### src/rtl/sseg_pkg.sv
// Shared types and constants for the seven-segment scan controller.
package sseg_pkg;

   localparam int NUM_DIGITS_DEF = 4;
   localparam int MAX_DIGITS     = 16;

   // All anodes off; callers slice it down to their own digit count.
   localparam logic [MAX_DIGITS-1:0] ANODES_OFF = '1;

   typedef logic [$clog2(NUM_DIGITS_DEF)-1:0] digit_idx_t;
   typedef logic [3:0]                        nibble_t;

endpackage

### src/rtl/sseg_tick_gen.sv
// Free-running prescaler: one-cycle tick every CLK_DIV clocks, at the last count of each period.
module sseg_tick_gen #(
   parameter int CLK_DIV = 100000
) (
   input  logic clk,
   input  logic reset,
   output logic tick
);

   localparam int            DW       = $clog2(CLK_DIV);
   localparam logic [DW-1:0] DIV_LAST = DW'(CLK_DIV - 1);

   logic [DW-1:0] div_cnt_q;
   logic [DW-1:0] div_cnt_d;

   always_comb begin
      tick      = (div_cnt_q == DIV_LAST);
      div_cnt_d = tick ? '0 : div_cnt_q + 1'b1;
   end

   always_ff @(posedge clk or posedge reset) begin
      if (reset) begin
         div_cnt_q <= '0;
      end else begin
         div_cnt_q <= div_cnt_d;
      end
   end

endmodule

### src/rtl/sseg_scan_ctrl.sv
// Multiplexed scan controller for a common-anode 7-segment bank with double-buffered
// display value, inter-digit blanking and leading-zero suppression.
module sseg_scan_ctrl
   import sseg_pkg::*;
#(
   parameter int NUM_DIGITS   = NUM_DIGITS_DEF,
   parameter int CLK_DIV      = 100000,
   parameter int BLANK_CYCLES = 16,
   parameter int LZ_BLANK     = 1
) (
   input  logic                    clk,
   input  logic                    reset,
   input  logic [4*NUM_DIGITS-1:0] value,
   input  logic [NUM_DIGITS-1:0]   dp_in,
   input  logic [NUM_DIGITS-1:0]   digit_mask,
   input  logic                    load,
   output logic [3:0]              hex_out,
   output logic                    digit_en,
   output logic [NUM_DIGITS-1:0]   an,
   output logic                    dp_n,
   output logic                    frame_start,
   output logic                    busy
);

   localparam int                      IW         = $clog2(NUM_DIGITS);
   localparam int                      BW         = (BLANK_CYCLES > 0) ? $clog2(BLANK_CYCLES + 1) : 1;
   localparam logic [IW-1:0]           IDX_LAST   = IW'(NUM_DIGITS - 1);
   localparam logic [BW-1:0]           BLANK_INIT = BW'(BLANK_CYCLES);
   localparam logic [NUM_DIGITS-1:0]   AN_OFF     = ANODES_OFF[NUM_DIGITS-1:0];

   logic                    tick;
   logic                    wrap;

   logic [IW-1:0]           idx_q,        idx_d;
   logic [BW-1:0]           blank_cnt_q,  blank_cnt_d;
   logic [4*NUM_DIGITS-1:0] stage_val_q,  stage_val_d;
   logic [NUM_DIGITS-1:0]   stage_dp_q,   stage_dp_d;
   logic [4*NUM_DIGITS-1:0] shadow_q,     shadow_d;
   logic [NUM_DIGITS-1:0]   shadow_dp_q,  shadow_dp_d;
   logic                    pending_q,    pending_d;
   logic                    wrap_q,       wrap_d;

   nibble_t                 hex_out_q,    hex_out_d;
   logic                    digit_en_q,   digit_en_d;
   logic [NUM_DIGITS-1:0]   an_q,         an_d;
   logic                    dp_n_q,       dp_n_d;
   logic                    frame_start_q, frame_start_d;

   nibble_t                 shadow_nib [NUM_DIGITS];
   logic [NUM_DIGITS-1:0]   visible;
   logic                    upper_zero;

   sseg_tick_gen #(
      .CLK_DIV (CLK_DIV)
   ) u_tick_gen (
      .clk   (clk),
      .reset (reset),
      .tick  (tick)
   );

   for (genvar gi = 0; gi < NUM_DIGITS; gi++) begin : g_nib
      assign shadow_nib[gi] = shadow_q[4*gi +: 4];
   end

   // Walk from the most significant digit down; a digit is a leading zero while
   // it and everything above it are zero. Digit 0 is exempt so "0" still shows.
   always_comb begin
      upper_zero = 1'b1;
      visible    = '0;
      for (int i = NUM_DIGITS - 1; i >= 0; i--) begin
         upper_zero = upper_zero && (shadow_nib[i] == 4'h0);
         visible[i] = digit_mask[i] && !((LZ_BLANK != 0) && (i > 0) && upper_zero);
      end
   end

   assign wrap = tick && (idx_q == IDX_LAST);

   always_comb begin
      idx_d       = idx_q;
      blank_cnt_d = blank_cnt_q;
      stage_val_d = stage_val_q;
      stage_dp_d  = stage_dp_q;
      shadow_d    = shadow_q;
      shadow_dp_d = shadow_dp_q;
      pending_d   = pending_q;
      wrap_d      = wrap;

      if (tick) begin
         idx_d       = wrap ? '0 : idx_q + 1'b1;
         blank_cnt_d = BLANK_INIT;
      end else if (blank_cnt_q != '0) begin
         blank_cnt_d = blank_cnt_q - 1'b1;
      end

      // Promotion uses the staging contents from before any coincident load.
      if (wrap && pending_q) begin
         shadow_d    = stage_val_q;
         shadow_dp_d = stage_dp_q;
         pending_d   = 1'b0;
      end

      if (load) begin
         stage_val_d = value;
         stage_dp_d  = dp_in;
         pending_d   = 1'b1;
      end
   end

   always_comb begin
      an_d          = AN_OFF;
      digit_en_d    = 1'b0;
      dp_n_d        = 1'b1;
      hex_out_d     = shadow_nib[idx_q];
      frame_start_d = wrap_q;
      if ((blank_cnt_q == '0) && visible[idx_q]) begin
         an_d[idx_q] = 1'b0;
         digit_en_d  = 1'b1;
         dp_n_d      = ~shadow_dp_q[idx_q];
      end
   end

   always_ff @(posedge clk or posedge reset) begin
      if (reset) begin
         idx_q         <= '0;
         blank_cnt_q   <= '0;
         stage_val_q   <= '0;
         stage_dp_q    <= '0;
         shadow_q      <= '0;
         shadow_dp_q   <= '0;
         pending_q     <= 1'b0;
         wrap_q        <= 1'b0;
         hex_out_q     <= '0;
         digit_en_q    <= 1'b0;
         an_q          <= AN_OFF;
         dp_n_q        <= 1'b1;
         frame_start_q <= 1'b0;
      end else begin
         idx_q         <= idx_d;
         blank_cnt_q   <= blank_cnt_d;
         stage_val_q   <= stage_val_d;
         stage_dp_q    <= stage_dp_d;
         shadow_q      <= shadow_d;
         shadow_dp_q   <= shadow_dp_d;
         pending_q     <= pending_d;
         wrap_q        <= wrap_d;
         hex_out_q     <= hex_out_d;
         digit_en_q    <= digit_en_d;
         an_q          <= an_d;
         dp_n_q        <= dp_n_d;
         frame_start_q <= frame_start_d;
      end
   end

   assign hex_out     = hex_out_q;
   assign digit_en    = digit_en_q;
   assign an          = an_q;
   assign dp_n        = dp_n_q;
   assign frame_start = frame_start_q;
   assign busy        = pending_q;

endmodule

### config.mk
export PLATFORM = sky130hd
export DESIGN_NAME = sseg_scan_ctrl
export DESIGN_NICKNAME = d
export VERILOG_FILES = /design/src/rtl/sseg_pkg.sv /design/src/rtl/sseg_tick_gen.sv /design/src/rtl/sseg_scan_ctrl.sv
export SDC_FILE = /design/constraint.sdc
export NUM_CORES = 1
export LEC_CHECK = 0
export ABC_AREA = 1
export CORE_UTILIZATION = 46
export DETAILED_ROUTE_END_ITERATION = 6
export PLACE_DENSITY_LB_ADDON = 0.1
export SLEW_MARGIN = 20
export SYNTH_ARGS = -nofsm -noshare
export SYNTH_HDL_FRONTEND = slang
export SYNTH_SLANG_ARGS = --single-unit
### constraint.sdc
create_clock -name clk -period 3.3 [get_ports clk]
set_input_delay 0.66 -clock clk [delete_from_list [all_inputs] [get_ports clk]]
set_output_delay 0.66 -clock clk [all_outputs]
set_load 0.02 [all_outputs]
# Word level (Yosys, flattened, before mapping)
# Cells that the tools add are included.
# word_totals
out_inout_bits,12
inputBits,27
wordCells,62
register_bits,77
# classes
n_bitwise,3
add_sub_neg,3
n_mux,18
n_eq_ne,2
n_lt_le_gt_ge,3
n_reduce_logical,19
# op_table
operator,n
"adder 17 x 1 -> 17 bit, second input constant",1
"equality test 17 bit, second input constant",1
two-way mux 17 bit,1
zero test 4 bit,3
two-way mux 4 bit,3
two-way mux 5 bit,2
logical AND 1 bit,9
binary-select mux 4 bit (select 2 bit),1
two-way mux 1 bit,7
zero test 5 bit,1
nonzero test 5 bit,1
"subtractor 5 x 1 -> 5 bit, second input constant",1
binary-select mux 1 bit (select 2 bit),2
inverter 4 bit,1
nonzero test 2 bit,2
"greater-or-equal comparator 3 bit, second input constant",1
zero test 1 bit,3
"< comparator 2 x 3 -> 1 bit, second input constant",1
inverter 2 -> 3 bit,1
"adder 2 x 1 -> 2 bit, second input constant",1
demux 1 bit (select 2 bit),1
"equality test 2 bit, second input constant",1
"greater-or-equal comparator 2 x 1 -> 1 bit, second input constant",1
two-way mux 2 bit,1
inverter 1 bit,1

# Depth between registers and ports, before layout
# Gate-level depths: netlist of run 1.
# logic_depth
ltp_word,9
ltp_mapped,10
ltp_nobuf,10

# By module
# A second synthesis of run 1 with hierarchy kept.
# hier_totals
cells_unflattened,407
area_unflattened_um2,3517.1
# modules_own_cells
module,seq_area_each_um2,n_inst,cells_each,area_per_inst_um2
sseg_scan_ctrl,1507.7,1,263,2539.9
sseg_tick_gen,425.4,1,144,977.2

# Worst setup path after synthesis of run 1
# Ideal clock, no wire load.
# synth_timing
path_type,register to register
start,register blank_cnt_q[0]
end,register an_q[0] (netlist: an[0])
setup_slack_ns,1.827
path_stages_with_launch,10
n_path_buf,0
setup_time_ns,0.096
required_time_ns,3.204
t_arrival_ns,1.376
synth_period_minus_slack_ns,1.473
cell_sequence,dfrtp_1 inv_1 ha_1 inv_1 nor2_1 nand2_1 nor2_2 inv_1 a21oi_1 nand3_1
# synth_between
elab_chain_cells,3
# synth_rtl
item,line_no,text
from (decl),sseg_scan_ctrl.sv:35,"logic [BW-1:0] blank_cnt_q, blank_cnt_d;"
from (signal assigned),sseg_scan_ctrl.sv:139,blank_cnt_q <= blank_cnt_d;
zero test 5 bit,sseg_scan_ctrl.sv:115,if ((blank_cnt_q == '0) && visible[idx_q]) begin
logical AND 1 bit,sseg_scan_ctrl.sv:115,
two-way mux 4 bit,sseg_scan_ctrl.sv:115,
via an_d[0],sseg_scan_ctrl.sv:45,"logic [NUM_DIGITS-1:0] an_q, an_d;"
to (signal assigned),sseg_scan_ctrl.sv:148,an_q <= an_d;
to (decl),sseg_scan_ctrl.sv:45,
# The timed path passes the listed nets, and every way through them passes these cells.
# A chain may end at the register's enable or synchronous reset.

# Worst setup path in the final report of run 1
# layout_timing
start,register pending_q (netlist: busy)
end,output port busy
# layout_lines
item,line_no,text
from (decl),sseg_scan_ctrl.sv:40,"logic pending_q, pending_d;"
from (signal assigned),sseg_scan_ctrl.sv:144,pending_q <= pending_d;
to (decl),sseg_scan_ctrl.sv:22,output logic busy
# No word-level cell between the ends.

==> results of run 1 <==
[critical path, delay by kind of cell (launching register included)]
kind	cells	cell delay, ns
buffers and inverters	2	0.91
DFF	1	0.33
[path summary, 6_finish.rpt]
kind | depth (start not counted) | from | slack [ns] | endpoint
worst max-delay path | 2 | busy | 1.04 | busy
worst min-delay path | 0 | frame_start_d | 0.36 | frame_start
worst max register to register | 9 | u_tick_gen.div_cnt_q[0] | 1.47 | idx_q[0]
worst min register to register | 0 | frame_start_d | 0.36 | frame_start
max in group asynchronous | 3 | reset | 1.94 | shadow_q[6]
min in group asynchronous | 2 | reset | 0.69 | blank_cnt_q[0]
[per-stage QoR]
stage / instances / hold WS [ns] / total power [mW]
2_1_floorplan: 434 / 0.331 / 1.04
3_3_place_gp: 561 / 0.336 / 1.09
3_5_place_dp: 561 / 0.356 / 1.09
4_1_cts: 577 / 0.372 / 1.82
5_1_grt: 577 / 0.377 / 1.87
6_report: 577 / 0.363 / 1.80
[layout by cell type, fill, tap and decap left out, types with 9 or more instances in the layout]
| cell type | instances |
|---|---|
| a21oi_1 | 13 |
| nand3_1 | 11 |
| dfrtp_1 | 72 |
| clkbuf_8 | 9 |
| clkdlybuf4s50_1 | 38 |
| nand4_1 | 23 |
| nand2_1 | 156 |
| nor2_1 | 49 |
| inv_1 | 40 |
| o21ai_0 | 17 |
[per-layer routing]
layer | routed length (um) | part of all wire | track usage
met1 | 3770 | 0.52 | 0.296
met2 | 3070 | 0.43 | 0.281
met3 | 264 | 0.037 | 0.0330
met4 | 121 | 0.017 | 0.0726
met5 | 0 | 0 | 0
[cell families after synthesis]
| group | Yosys count |
|---|---|
| AOI/OAI and AO/OA | 33 |
| xor gates and xnor gates | 9 |
| adders and majority gates | 6 |
| buffers and inverters | 57 |
| DFF | 77 |
| and+or+nand+nor | 252 |
[sequential cells by signal, summed over array words and instances, names as in the netlist, 2 cells and up]
register	count
stage_dp_q	4
idx_q	2
blank_cnt_q	5
stage_val_q	16
u_tick_gen.div_cnt_q	17
shadow_dp_q	4
hex_out	4
shadow_q	16
an	4
[area by class of cell]
cell class,instances,share of cell area
Tap cell,99,0.0292
Inverter,42,0.0372
Timing Repair Buffer,43,0.102
Clock buffer,9,0.0292
Sequential cell,77,0.456
Multi-Input combinational cell,300,0.327
Clock inverter,7,0.0192
[report_power, final]
part | leakage [nW] | internal, mW | switching (mW) | total, mW
combinational | 1.09 | 0.0429 | 0.0450 | 0.0879
sequential | 1.00 | 0.966 | 0.0134 | 0.980
clock | 0.101 | 0.361 | 0.369 | 0.730
total | 2.20 | 1.37 | 0.427 | 1.80
==> flow_summary.json, run 1 <==
{
  "rsz0062_at_grt": "false",
  "path_max_fanout": 23,
  "grtUsageTotal": 0.195,
  "tightest_slew_ns": 0.655,
  "post_synth_fa_ha_maj_area_fraction": 0.0211,
  "rows": 31,
  "synthTopCellsByCount": "nand2_1 (156), dfrtp_1 (72), nor2_1 (49)",
  "critPathMaxStageDelay_ns": 0.65,
  "areaGrowthSynthToFinish_pct": 19.0,
  "hold_class": "reg -> reg",
  "fill_cells": 683,
  "fp.dieW_um": 90.0,
  "synth.area.top_cells": "dfrtp_1 (51%), nand2_1 (16%), nor2_1 (5.2%)",
  "period_share": 0.684,
  "drtPass1Iterations": 4,
  "cts.sinks": 77,
  "port_buffers": 38,
  "ys.flop_type": "dfrtp_1",
  "antenna_left": 0,
  "final.setup.worst_slack_ns": 1.04,
  "drc": 0,
  "ios": 39,
  "clock_path_buffers": 2,
  "start_util": 0.483,
  "multi_input_area_mm2": 0.00139,
  "clockRootBuffer": "clkbuf_8",
  "slew_headroom": 0.563,
  "netlist_area_mm2": 0.00356,
  "critPathArrivalTime_ns": 1.60,
  "final_cell_area_mm2": 0.00424,
  "seqCellArea_mm2": 0.00193,
  "layout_min_cycle_time_ns": 2.26,
  "synth_edf_count": 0,
  "worstSetupEndpointType": "output pin",
  "first_iter_violations": 139,
  "synthArstFlopShare": 1.00,
  "synth_seq_cells": 77,
  "syn_area_per_cell_um2": 8.20,
  "critPathLaunchType": "flip-flop",
  "synth_top_family_by_area": "simple AND/OR/NAND/NOR gates",
  "drv_cap": 0,
  "required_ns": 2.64,
  "slew_violations": 0,
  "synth_fp_nets": 467,
  "n_antenna_cell": 0,
  "clk_pin_slew_ns": 0.08,
  "drive_above_1_share": 0.0732,
  "clk_latency_ns": 0.35,
  "yosys.area.top_type": "dfrtp_1",
  "status": "completed",
  "netlist_instances": 434,
  "power.leakage_nw": 2.20,
  "overflow": 0,
  "routed_wl_mm": 7.23,
  "synth_cell_type_count": 25,
  "core_area_mm2": 0.00737,
  "grt_start_max_net_pins": 51,
  "synth_top_cell_area_share": 0.506,
  "yosysMostFrequentCell": "nand2_1",
  "synthSimpleGateAreaFrac": 0.299,
  "critPathKind": "reg -> out",
  "slowest_stage": "clkdlybuf4s50_1",
  "yosys_warnings": 0,
  "ir_worst_vdd_mv": 0.186,
  "place_ws_ns": 1.22,
  "routedWlPerCell_um": 12.5,
  "synth_xor_area_frac": 0.0221,
  "die_h_um": 90.0,
  "grt_pass1_vias": 2592,
  "cts_tree": "built",
  "finalSetupViolations": 0,
  "grt_pass1_wl_mm": 12.6,
  "power_density_mw_per_mm2": 424,
  "postCtsSetupRepairBufs": 0,
  "cts_resized": 0,
  "dieArea_mm2": 0.00810,
  "fin_worst_skew_ns": 0.00910,
  "finish.utilization": 0.575,
  "numCtsBuffers": 9,
  "tns_ns": 0,
  "antenna_found_initial": 0,
  "hpwl_mm": 4.97,
  "vias_per_cell": 4.94,
  "clock.fmax_ghz": 0.443,
  "cts_hold_buf": 0,
  "fin_nets": 506,
  "h-tree-depth": 3,
  "cp_cell_sequence": "buf_4, clkdlybuf4s50_1",
  "vias": 2848,
  "place_area_mm2": 0.00403,
  "gp_congestion": 0.896,
  "yosysSeqAreaShare": 0.543,
  "synthMuxAreaShare": 0,
  "synth_compound_area_frac": 0.0474,
  "hold_violations": 0
}
Note: power is estimated with default switching activity, not from simulation.
==> inputs of run 2 (changes only) <==
==> constraint.sdc (replaced) <==
create_clock -name clk -period 2.1 [get_ports clk]
set_input_delay 0.42 -clock clk [delete_from_list [all_inputs] [get_ports clk]]
set_output_delay 0.42 -clock clk [all_outputs]
set_load 0.02 [all_outputs]
==> run 2 against run 1 <==
Against the previous run:
- design area increased by 1.4%
- count of clock-buffer cells in the layout increased by 4
- utilization increased by 0.81 points
- register-to-register slack got worse by 1.2 ns
- cell count increased by 0.69%
- worst hold slack got worse by 0.013 ns
==> flow_summary.json, run 2 (same netlist as run 1, synthesis figures left out) <==
{
  "cts.sinks": 77,
  "cp.buffers_inverters": 1,
  "layout_min_cycle_time_ns": 1.88,
  "power_density_mw_per_mm2": 664,
  "design_power_total_mw": 2.85,
  "drive_above_1_share": 0.0788,
  "first_iter_violations": 136,
  "core_area_mm2": 0.00737,
  "critPathMaxStageDelay_ns": 0.59,
  "ir_worst_vdd_mv": 0.477,
  "dp.cells": 565,
  "routed_wl_mm": 7.28,
  "clock.fmax_ghz": 0.533,
  "multi_input_area_mm2": 0.00140,
  "areaGrowthSynthToFinish_pct": 20.7,
  "die_h_um": 90.0,
  "hold_violations": 0,
  "top_regs": "u_tick_gen.div_cnt_q: 17 flops, shadow_q: 16 flops, stage_val_q: 16 flops",
  "cp_cell_sequence": "clkdlybuf4s50_1",
  "critPathLaunchType": "flip-flop",
  "dieArea_mm2": 0.00810,
  "drtPass1Iterations": 4,
  "cts_tree": "built",
  "critPathKind": "reg -> out",
  "layout_common_cells": "nand2_1 (156), dfrtp_1 (72), nor2_1 (49)",
  "worstSetupEndpointType": "output pin",
  "hold_class": "reg -> reg",
  "fill_cells": 678,
  "critPathTopFamily": "buffers and inverters",
  "seqCellArea_mm2": 0.00193,
  "start_util": 0.483,
  "slew_violations": 0,
  "grt_start_max_net_pins": 42,
  "tns_ns": 0,
  "grtUsageTotal": 0.196,
  "clock_path_buffers": 2,
  "port_buffers": 38,
  "stdcell_count": 581,
  "final_cell_area_mm2": 0.00430,
  "vias": 2776,
  "place_area_mm2": 0.00408,
  "clk_latency_ns": 0.35,
  "critPathArrivalTime_ns": 1.46,
  "power.leakage_nw": 2.22,
  "antenna_left": 0,
  "finish.utilization": 0.583,
  "antenna_found_initial": 0,
  "rows": 31,
  "period_share": 0.893,
  "h-tree-depth": 3,
  "sequentialPowerShare": 0.539,
  "slowest_stage": "clkdlybuf4s50_1",
  "p_comb_frac": 0.051,
  "grt_pass1_wl_mm": 12.4,
  "hpwl_mm": 5.25,
  "clkPwrFrac": 0.410,
  "fp.dieW_um": 90.0,
  "rsz0062_at_grt": "false",
  "gp_congestion": 0.846,
  "final_common_cell": "nand2_1",
  "path_max_fanout": 1,
  "grt_pass1_vias": 2551,
  "finalSetupViolations": 0,
  "status": "completed",
  "p_int_mw": 2.24,
  "ios": 39,
  "numCtsBuffers": 9,
  "overflow": 0,
  "tightest_slew_ns": 0.444,
  "fin_worst_skew_ns": 0.00981,
  "postCtsSetupRepairBufs": 0,
  "drv_cap": 0,
  "slew_headroom": 0.704,
  "switching_share": 0.216,
  "clockRootBuffer": "clkbuf_8",
  "top_register": "u_tick_gen.div_cnt_q",
  "routedWlPerCell_um": 12.5,
  "power.switching_mw": 0.616,
  "fin_nets": 510,
  "drc": 0,
  "largest_reg_flops": 17,
  "required_ns": 1.68,
  "clk_pin_slew_ns": 0.08,
  "n_antenna_cell": 0,
  "vias_per_cell": 4.78
}
[run 2: changes by cell type in the layout (fill, tap and decap cells not counted), sizes merged]
cell / previous run / this run
clkbuf: 9 / 13
buf: 5 / 9
inv: 45 / 40
clkinvlp: 1 / 2
[run 2: final cells by class]
| class | instances | share of cell area |
|---|---|---|
| clock buffers | 13 | 0.0393 |
| clock inverters | 3 | 0.00990 |
| inverters | 42 | 0.0376 |
| multi-input cells | 300 | 0.325 |
| flip-flops and latches | 77 | 0.450 |
| well taps | 99 | 0.0288 |
| repair buffers | 47 | 0.110 |
[run 2: timing repair]
item | in CTS | in global routing
resized for setup | 0 | 1
endpoints found under the hold margin | 0 | 0
hold buffers | 0 | 0
endpoints found under the setup margin | 0 | 18
[run 2: final timing paths]
kind | from | end | slack [ns] | cells past startpoint
max | an[1] | an[1] | 0.22 | 1
min | frame_start_d | frame_start | 0.35 | 0
max reg2reg | u_tick_gen.div_cnt_q[0] | shadow_dp_q[2] | 0.28 | 8
min reg2reg | frame_start_d | frame_start | 0.35 | 0
max in group asynchronous | reset | hex_out[0] | 1.17 | 3
min in group asynchronous | reset | frame_start_d | 0.41 | 2
[run 2: routing by layer]
layer	vias up	GRT usage	wire, um
li1	1456	-	-
met1	1249	0.285	3720
met2	65	0.283	3190
met3	6	0.0550	293
met4	0	0.0605	75
met5	-	0	0
[run 2: stage by stage]
step	worst slack [ns]	hold slack [ns]
after floorplan	0.627	0.331
after global placement	0.295	0.335
after detailed placement	0.224	0.335
after CTS	0.205	0.353
after global routing	0.0778	0.374
final	0.225	0.350
[run 2: power by group through the flow]
stage	combinational, mW	clock (mW)	sequential [mW]
6_report	0.145	1.17	1.54
5_1_grt	0.166	1.26	1.54
4_1_cts	0.149	1.20	1.54
3_5_place_dp	0.149	0	1.57
3_3_place_gp	0.146	0	1.57
2_1_floorplan	0.0645	0	1.56
==> inputs of run 3 (changes only) <==
==> constraint.sdc (replaced) <==
create_clock -name clk -period 1.9 [get_ports clk]
set_input_delay 0.38 -clock clk [delete_from_list [all_inputs] [get_ports clk]]
set_output_delay 0.38 -clock clk [all_outputs]
set_load 0.02 [all_outputs]
==> run 3 against run 2 <==
Against the previous run:
- global-route usage increased by 0.52 points
- clock power increased by 13%
- clock skew decreased by 0.0015 ns
- non-clock buffer count unchanged
- sequential share of layout area decreased by 0.078 points
- cell count unchanged
- largest power group unchanged
==> flow_summary.json, run 3 (same netlist as run 1, synthesis figures left out) <==
{
  "p_comb_frac": 0.048,
  "slew_headroom": 0.696,
  "core_area_mm2": 0.00737,
  "power.switching_mw": 0.685,
  "reg2reg_depth": 8,
  "critPathMaxStageDelay_ns": 0.59,
  "clk_pin_slew_ns": 0.08,
  "final.setup.worst_slack_ns": 0.0711,
  "finish.utilization": 0.584,
  "critPathTopFamily": "buffers and inverters",
  "vias": 2802,
  "antenna_left": 0,
  "switching_share": 0.216,
  "areaGrowthSynthToFinish_pct": 20.9,
  "finalSetupViolations": 0,
  "hold_depth": 0,
  "final_cell_area_mm2": 0.00431,
  "antenna_found_initial": 0,
  "place_area_mm2": 0.00408,
  "design_power_total_mw": 3.18,
  "fp.dieW_um": 90.0,
  "clkPwrFrac": 0.417,
  "hold_class": "reg -> reg",
  "slowest_stage": "clkdlybuf4s50_1",
  "layout_min_cycle_time_ns": 1.83,
  "tns_ns": 0,
  "place_ws_ns": 0.0750,
  "n_antenna_cell": 0,
  "cts_tree": "built",
  "rsz0062_at_grt": "false",
  "grt_pass1_wl_mm": 13.1,
  "top_regs": "u_tick_gen.div_cnt_q: 17 flops, shadow_q: 16 flops, stage_val_q: 16 flops",
  "p_int_mw": 2.49,
  "power_density_mw_per_mm2": 738,
  "critPathArrivalTime_ns": 1.45,
  "tightest_slew_ns": 0.456,
  "drv_cap": 0,
  "numCtsBuffers": 9,
  "cp.buffers_inverters": 1,
  "top_register": "u_tick_gen.div_cnt_q",
  "port_buffers": 38,
  "gp_congestion": 0.832,
  "wl_met3_um": 357,
  "fin_nets": 510,
  "vias_per_cell": 4.82,
  "routed_wl_mm": 7.09,
  "crit_cells": 1,
  "postCtsSetupRepairBufs": 0,
  "grt_start_max_net_pins": 78,
  "required_ns": 1.52,
  "clock_path_buffers": 2,
  "drtPass1Iterations": 4,
  "grtUsageTotal": 0.201,
  "dr_wl_met2_mm": 3.08,
  "drc": 0,
  "h-tree-depth": 3,
  "routedWlPerCell_um": 12.2,
  "largest_reg_flops": 17,
  "highest_layer": "met4",
  "dieArea_mm2": 0.00810,
  "hold_violations": 0,
  "slew_violations": 0,
  "cts.sinks": 77,
  "power.leakage_nw": 2.21,
  "die_h_um": 90.0,
  "ios": 39,
  "first_iter_violations": 166,
  "drive_above_1_share": 0.0809,
  "ir_worst_vdd_mv": 0.569,
  "layout_common_cells": "nand2_1 (156), dfrtp_1 (72), nor2_1 (49)",
  "critPathLaunchType": "flip-flop",
  "clockRootBuffer": "clkbuf_8",
  "period_share": 0.963,
  "clk_latency_ns": 0.34,
  "hpwl_mm": 4.87,
  "status": "completed",
  "grt_pass1_vias": 2814,
  "m1WireLength_mm": 3.54,
  "overflow": 0,
  "sequentialPowerShare": 0.535,
  "cts_hold_buf": 0,
  "cp_cell_sequence": "clkdlybuf4s50_1",
  "rows": 31,
  "start_util": 0.483,
  "path_max_fanout": 1,
  "fin_worst_skew_ns": 0.00828,
  "worstSetupEndpointType": "output pin",
  "clock.fmax_ghz": 0.547,
  "final_common_cell": "nand2_1",
  "critPathKind": "reg -> out"
}
-- run 3: cell types whose count changed in the layout (fill, tap and decap cells not counted), sizes merged --
cell / before / now
clkinvlp: 2 / 4
bufinv: 1 / 2
clkbuf: 13 / 10
-- run 3: routing by layer --
layer | vias up | global-route usage
li1 | 1447 | -
met1 | 1282 | 0.291
met2 | 64 | 0.304
met3 | 9 | 0.0288
met4 | 0 | 0.0806
met5 | - | 0
-- run 3: cell type report --
cell class	count	area, um^2
Fill cell	695	3060
Sequential cell	77	1930
Multi-Input combinational cell	300	1400
Timing Repair Buffer	47	473
Inverter	42	161
Clock buffer	10	128
Tap cell	99	124
Clock inverter	6	87.6
-- run 3: path summary, 6_finish.rpt --
| check | slack (ns) | start | end |
|---|---|---|---|
| max in group asynchronous | 1.04 | reset | dp_n |
| setup / recovery | 0.07 | an[3] | an[3] |
| setup reg to reg | 0.21 | u_tick_gen.div_cnt_q[0] | shadow_q[6] |
| hold reg to reg | 0.36 | frame_start_d | frame_start |
| min in group asynchronous | 0.46 | reset | stage_dp_q[1] |
| hold / removal | 0.36 | frame_start_d | frame_start |
-- run 3: stage by stage --
stage | hold slack, ns | std cells
3_5_place_dp | 0.342 | 565
5_1_grt | 0.361 | 581
2_1_floorplan | 0.331 | 434
6_report | 0.356 | 581
4_1_cts | 0.358 | 581
3_3_place_gp | 0.345 | 565
-- run 3: power groups by stage --
stage	clock network (mW)	registers, mW	logic, mW
3_3_place_gp	0	1.73	0.155
6_report	1.32	1.70	0.153
2_1_floorplan	0	1.73	0.0713
5_1_grt	1.42	1.71	0.179
4_1_cts	1.36	1.70	0.158
3_5_place_dp	0	1.73	0.158
-- run 3: what timing repair did --
item,in CTS,in global routing
setup endpoints to repair,0,25
gates resized for setup,0,2
hold endpoints to repair,0,0
